`src/rtl/config_loader.sv`:
```
// Configuration controller for the 3-column logic grid: loads a byte-wide bitstream
// into the grid configuration word, verifies an XOR checksum, then releases the grid.
module config_loader #(
    parameter int CONFIG_WIDTH = 1746,
    parameter int DATA_WIDTH   = 8
) (
    input  logic                    clock,
    input  logic                    nreset,
    input  logic                    start,
    input  logic                    abort,
    input  logic [DATA_WIDTH-1:0]   in_data,
    input  logic                    in_valid,
    output logic                    in_ready,
    output logic [CONFIG_WIDTH-1:0] config_out,
    output logic                    grid_nreset,
    output logic                    busy,
    output logic                    done,
    output logic                    error
);

    localparam int NUM_BEATS = (CONFIG_WIDTH + DATA_WIDTH - 1) / DATA_WIDTH;
    localparam int CNT_W     = $clog2(NUM_BEATS + 1);
    // Number of meaningful bits carried by the final beat.
    localparam int LAST_W    = CONFIG_WIDTH - (NUM_BEATS - 1) * DATA_WIDTH;

    typedef enum logic [2:0] {
        IDLE,
        LOAD,
        CHECK,
        DONE,
        ERROR
    } state_t;

    state_t                state;
    logic [CNT_W-1:0]      beat_cnt;
    logic [DATA_WIDTH-1:0] checksum;
    logic                  handshake;

    assign handshake = in_valid && in_ready;

    always_ff @(posedge clock or negedge nreset) begin
        if (!nreset) begin
            state       <= IDLE;
            config_out  <= '0;
            beat_cnt    <= '0;
            checksum    <= '0;
            in_ready    <= 1'b0;
            busy        <= 1'b0;
            done        <= 1'b0;
            error       <= 1'b0;
            grid_nreset <= 1'b0;
        end else begin
            case (state)
                IDLE, DONE, ERROR: begin
                    if (start) begin
                        state       <= LOAD;
                        config_out  <= '0;
                        beat_cnt    <= '0;
                        checksum    <= '0;
                        in_ready    <= 1'b1;
                        busy        <= 1'b1;
                        done        <= 1'b0;
                        error       <= 1'b0;
                        grid_nreset <= 1'b0;
                    end
                end

                LOAD: begin
                    if (abort) begin
                        state      <= IDLE;
                        config_out <= '0;
                        in_ready   <= 1'b0;
                        busy       <= 1'b0;
                    end else if (handshake) begin
                        // The final beat is truncated; its upper bits still feed the checksum.
                        if (beat_cnt == CNT_W'(NUM_BEATS - 1)) begin
                            config_out[CONFIG_WIDTH-1 -: LAST_W] <= in_data[LAST_W-1:0];
                            state <= CHECK;
                        end else begin
                            config_out[int'(beat_cnt) * DATA_WIDTH +: DATA_WIDTH] <= in_data;
                        end
                        checksum <= checksum ^ in_data;
                        beat_cnt <= beat_cnt + 1'b1;
                    end
                end

                CHECK: begin
                    if (abort) begin
                        state      <= IDLE;
                        config_out <= '0;
                        in_ready   <= 1'b0;
                        busy       <= 1'b0;
                    end else if (handshake) begin
                        in_ready <= 1'b0;
                        busy     <= 1'b0;
                        if (in_data == checksum) begin
                            state       <= DONE;
                            done        <= 1'b1;
                            grid_nreset <= 1'b1;
                        end else begin
                            state <= ERROR;
                            error <= 1'b1;
                        end
                    end
                end

                default: begin
                    state       <= IDLE;
                    config_out  <= '0;
                    in_ready    <= 1'b0;
                    busy        <= 1'b0;
                    done        <= 1'b0;
                    error       <= 1'b0;
                    grid_nreset <= 1'b0;
                end
            endcase
        end
    end

endmodule

```
`config.mk`:
```
export PLATFORM = sky130hd
export DESIGN_NAME = config_loader
export DESIGN_NICKNAME = d
export VERILOG_FILES = /design/src/rtl/config_loader.sv
export SDC_FILE = /design/constraint.sdc
export NUM_CORES = 2
export LEC_CHECK = 0
export ABC_AREA = 1
export CORE_AREA = 3 3 681 683
export DETAILED_ROUTE_END_ITERATION = 10
export DIE_AREA = 0 0 684 686
export HOLD_SLACK_MARGIN = 0.02
export PLACE_DENSITY = 0.37
export SLEW_MARGIN = 20
export SYNTH_ARGS = -nofsm -noshare
export SYNTH_HDL_FRONTEND = slang
export SYNTH_SLANG_ARGS = --single-unit
export TNS_END_PERCENT = 20
```
`constraint.sdc`:
```
create_clock -name clock -period 2.9 [get_ports clock]
set_input_delay 0.58 -clock clock [delete_from_list [all_inputs] [get_ports clock]]
set_output_delay 0.58 -clock clock [all_outputs]
set_load 0.01 [all_outputs]
```
-- After elaboration in Yosys (flattened, before gate mapping)
Cells that the tools add are included.
W data, S select, Z words.
- add/sub/neg operators: 2
- equality and inequality tests: 19
- shifts and indexed selects: 2
- mux-type cells: 37
- bitwise gates (word level): 2
- reduce and logical (&&, ||, !) cells: 11
- operator list (operator ; number):
    $mux W1746 ; 4
    $pmux W1746 S3 ; 1
    $bwmux W1746 ; 1
    $shift A8 B33 Y1746 const A ; 1
    $shiftx A8 B33 Y1746 ; 1
    $mux W1744 ; 1
    $mux W8 ; 5
    $neg A11 Y33 ; 1
    $pmux W8 S2 ; 2
    $mux W3 ; 7
    $ne A2 B2 Y1 const B ; 9
    $ne A3 B3 Y1 const B ; 4
    $reduce_and A4 Y1 ; 3
    $mux W1 ; 11
    $reduce_and A5 Y1 ; 2
    $pmux W1 S3 ; 3
    $pmux W3 S3 ; 1
    $add A8 B1 Y8 const B ; 1
    $eq A8 B8 Y1 ; 1
    $eq A8 B8 Y1 const B ; 1
    $xor A8 B8 Y8 ; 1
    $eq A3 B2 Y1 const B ; 2
    $reduce_and A3 Y1 ; 2
    $eq A3 B1 Y1 const B ; 1
    7 further kinds ; 7
- bits in registers: 1768
- input port bits: 13
- output and inout bits: 1751
- logic and storage cells: 81

-- Depth between registers and ports, before layout
- word-level depth: 7
- mapped depth: 18

-- Least setup slack after synthesis
Ideal clock, no wire load.
- path kind: reg-to-reg
- start point: register beat_cnt[0]
- end point: register config_out[1604]
- setup time: 0.066 ns
- data arrival time: 2.854 ns
- required time: 2.834 ns
- slack: -0.020 ns
- cell stages (with the launch flop): 16
- path buffers: 2
- period minus slack after synthesis: 2.920 ns
- cells stage by stage: dfrtp_1 > inv_1 > buf_1 > ha_1 > clkbuf_1 > nor2_1 > inv_1 > nor2_1 > nand2_1 > nor2_1 > inv_1 > nor2_1 > nand2_1 > nor3_1 > nand3_1 > nand2_1
- word-level cells in the longest chain between the ends: 7
- elaborated cells between the ends (all ways): 11
- RTL lines (what ; line ; source):
    from (decl) ; 35 ; logic [CNT_W-1:0] beat_cnt;
    from (signal assigned) ; 83 ; beat_cnt <= beat_cnt + 1'b1;
    $neg A11 Y33 ; 80 ; config_out[int'(beat_cnt) * DATA_WIDTH +: DATA_WIDTH] <= in_data;
    $shiftx A8 B33 Y1746 or $shift A8 B33 Y1746 (tied branches) ; 80 ;
    $bwmux W1746 ; 80 ;
    $mux W1744 ; 76 ; if (beat_cnt == CNT_W'(NUM_BEATS - 1)) begin
    $mux W1746 ; 74 ; end else if (handshake) begin
    $mux W1746 ; 69 ; if (abort) begin
    $pmux W1746 S3 ; 53 ; case (state)
    to (signal, indexed assignment) ; 77 ; config_out[CONFIG_WIDTH-1 -: LAST_W] <= in_data[LAST_W-1:0];
    to (signal, indexed assignment) ; 80 ;
    to (decl) ; 14 ; output logic [CONFIG_WIDTH-1:0] config_out,
Parallel ways exist; a longest one is shown, timed or not. The select of a mux whose other input is x is not followed.
A chain may end at the register's enable or synchronous reset.

-- Final worst setup path
- start point: register beat_cnt[0]
- end point: register config_out[1285]
The elaborated chain is that of the path after synthesis.

==> metrics.md <==
| Metric | Value |
|---|---|
| Die area | 469000 µm² |
| Post-Syn Area per Cell | 8.20 µm² |
| FILL cells | 49600 |
| Register area | 44200 µm² |
| Final wirelength | 660 mm |
| Flip-flop and latch count after synthesis | 1768 |
| Worst Skew | 79.6 ps |
| Max-cap violations | 0 |
| Initial antenna violation count | 46 |
| Vias in the first global route | 83800 |
| First-pass GRT wire length | 850 mm |
| Overflow after GRT | 0 |
| CTS clk-pin slew, worst paths | 60 ps |
| Synthesized Nets | 9341 |
| TritonRoute pass-1 iters | 7 |
| Routed Antenna Nets | 0 |
| Cell Chain, Critical Path | inv_2, ha_4, nand2_2, buf_4, xor2_4, buf_6, buf_12, nand2_8, buf_4, nor3_4, buf_12, nand2_1, nor2_2, nand3_1, nand2_1 |
| Leak | 60.5 nW |
| Share of cells above drive strength 1 | 0.235 |
| Pwr Total | 109 mW |
| Critical path class | flip-flop to flip-flop |
| Fin cells | 19200 |
| GR Util met3 | 0.0762 |
| DRC violations left | 0 |
| Max-slew violations | 0 |
| Dpl hpwl | 540 mm |
| Synth Instances | 9324 |
| Clock Tree Root | clkbuf_16 |
| Min-delay worst type | input port to asynchronous set/reset pin |
| PwrDens | 836 nW/µm² |
| Worst skew pair latency | 960 ps |
| Tightest Pin Transition | 889 ps |
| Yosys Warn Count | 0 |
| CP max stage delay | 390 ps |
| Violated checks | negative setup slack |
| Critical Path RT | 3790 ps |
| RSZ-0062 raised after global routing | true |
| Die height | 686 µm |
| CTS Buf Count | 232 |
| I/O pin cnt | 1764 |
| Starting Density | 0.167 |
| Final setup margin | -16.5 ps |
| Crit path buffers/inverters | 6 |
| Commonest non-fill, non-tap cell in the layout | nand2_1 |
| CTS H-Tree Depth | 4 |
| Synth cell types | 39 |
| Area of the multi-input gates | 32000 µm² |
| Fmax | 343 MHz |
| CP endpoint kind | flip-flop |
| Design area | 131000 µm² |
| Input/output buffers | 1763 |
| CP max stage cell | dfrtp_1 |
| Met1 GRT Util | 0.329 |
| Area grow syn2layout | 70.9% |
| Slew margin rel. | 0.407 |
| CTS tree | built |
| Die width | 684 µm |
| GRT busiest layer | met2 |
| GPL Wtd Cong | 0.909 |
| Netlist Area Pre-Place | 76500 µm² |
| Met2 usage in global routing | 0.450 |
| Gr usage total | 0.271 |
| Status | finished, violations left |
| Min Tclk post-route | 2920 ps |
| Final Hold Fails | 0 |
| Reg2reg setup slack | -20 ps |
| Pre-CTS setup slack | -754 ps |
| Sequential area share after synthesis | 0.579 |
| Worst path top cell family by delay | buffers and inverters |
| Worst-case clock buffer depth | 4 |
| Final Setup Violations | 2 |
| 1st-iter DRT viols | 7324 |
| Setup TNS | -21.3 ps |
| Crit Path Max Fanout | 12 |
| Largest net degree at the start of global routing | 108 |
| Worst VDD drop | 0.844 mV |
| Cell Rows | 249 |
| CP arrival | 3800 ps |
| Placed Area | 118000 µm² |
| Num Clock Sinks | 1768 |
| DP Cell Count | 18600 |
| Core ar. | 459000 µm² |
| DR vias/cell | 4.35 |
| Final period util | 1.01 |
| Post-layout nets | 12900 |
| Routed WL per cell | 34.4 µm |
| Setup crit start kind | flip-flop |
| DR vias | 83500 |
| Commonest cells after routing, fill and taps aside | nand2_1, dfrtp_1, clkdlybuf4s50_1 |
final timing paths:
kind,from,endpoint,cells after the start
max in group asynchronous,nreset,config_out[1043]$_DFFE_PN0P_,3
min in group clock,in_data[6],checksum[6]$_DFFE_PN0P_,3
hold / removal,nreset,config_out[504]$_DFFE_PN0P_,2
hold reg to reg,config_out[585]$_DFFE_PN0P_,config_out[585]$_DFFE_PN0P_,2
setup reg to reg,beat_cnt[0]$_DFFE_PN0P_,config_out[1285]$_DFFE_PN0P_,15
setup / recovery,beat_cnt[0]$_DFFE_PN0P_,config_out[1285]$_DFFE_PN0P_,15
through the flow:
stage / util / hold slack [ps]
floorplan: - / 284
global placement: 0.257 / 455
detailed placement: 0.257 / 457
CTS: 0.279 / 129
global route: 0.285 / 180
finish: 0.285 / 195
power breakdown:
| part | leakage [nW] | internal, mW | switching (mW) |
|---|---|---|---|
| sequential | 24.7 | 24.8 | 0.0946 |
| clock | 3.99 | 18.7 | 13.0 |
| combinational | 31.8 | 16.6 | 36.1 |
| total | 60.5 | 60.1 | 49.2 |
cells in the mapped netlist, drive strengths merged:
cell type	n	area (µm²)
nor3	172	947
nor2	825	3310
o21ai	663	3370
o31ai	30	225
and2	1	6.26
o22ai	46	288
ha	4	50.1
xor2	2	55.1
nand4	201	1260
inv	393	1480
nand3b	3	22.5
nand3	953	4780
or2	3	18.8
nor4	44	309
o41ai	1	8.76
o21a	2	15.0
nor3b	1	7.51
dfrtp	1768	44200
nand2	3790	14200
a21oi	18	93.8
xnor2	8	70.1
buf	215	987
clkbuf	181	681
logic make-up (layout without fill, tap and decap cells):
logic type               after synthesis  in the layout  share of synthesized area
adder cells (fa/ha/maj)                4              4                   0.000655
AND/OR/NAND/NOR                     5993           5993                      0.326
other                                  0             17                          0
XOR/XNOR                              10             10                    0.00164
AO/OA/AOI/OAI                        760            760                     0.0523
buffers and inverters                789           4495                     0.0411
flip-flops                          1768           1768                      0.579
state kept, by name, summed over array words and instances, names as in the netlist:
signal	flops
config_out	1746
beat_cnt	8
checksum	8
state	3
busy	1
done	1
error	1
what timing repair did:
action,in CTS,in global routing
gates cloned,7,13
buffers inserted,39,57
gates resized for setup,481,526
endpoints found under the setup margin,1695,1556
hold endpoints to repair,222,0
hold buffers,1,0
pin swaps,55,84
final cells by class:
type / instances / area share
Antenna cell: 17 / 0.000326
Clock buffer: 332 / 0.0512
Clock inverter: 94 / 0.0117
Inverter: 393 / 0.0122
Multi-Input combinational cell: 6767 / 0.245
Sequential cell: 1768 / 0.339
Tap cell: 6149 / 0.0589
Timing Repair Buffer: 3675 / 0.282
Timing Repair inverter: 1 / 0.0000383
layer usage:
metal  wire length (µm)  up-vias
met1             267000    42300
met2             308000     3086
li1                   -    37400
met4              33300        4
met5                 27        -
met3              51200      709
(Power assumes the default switching activity.)
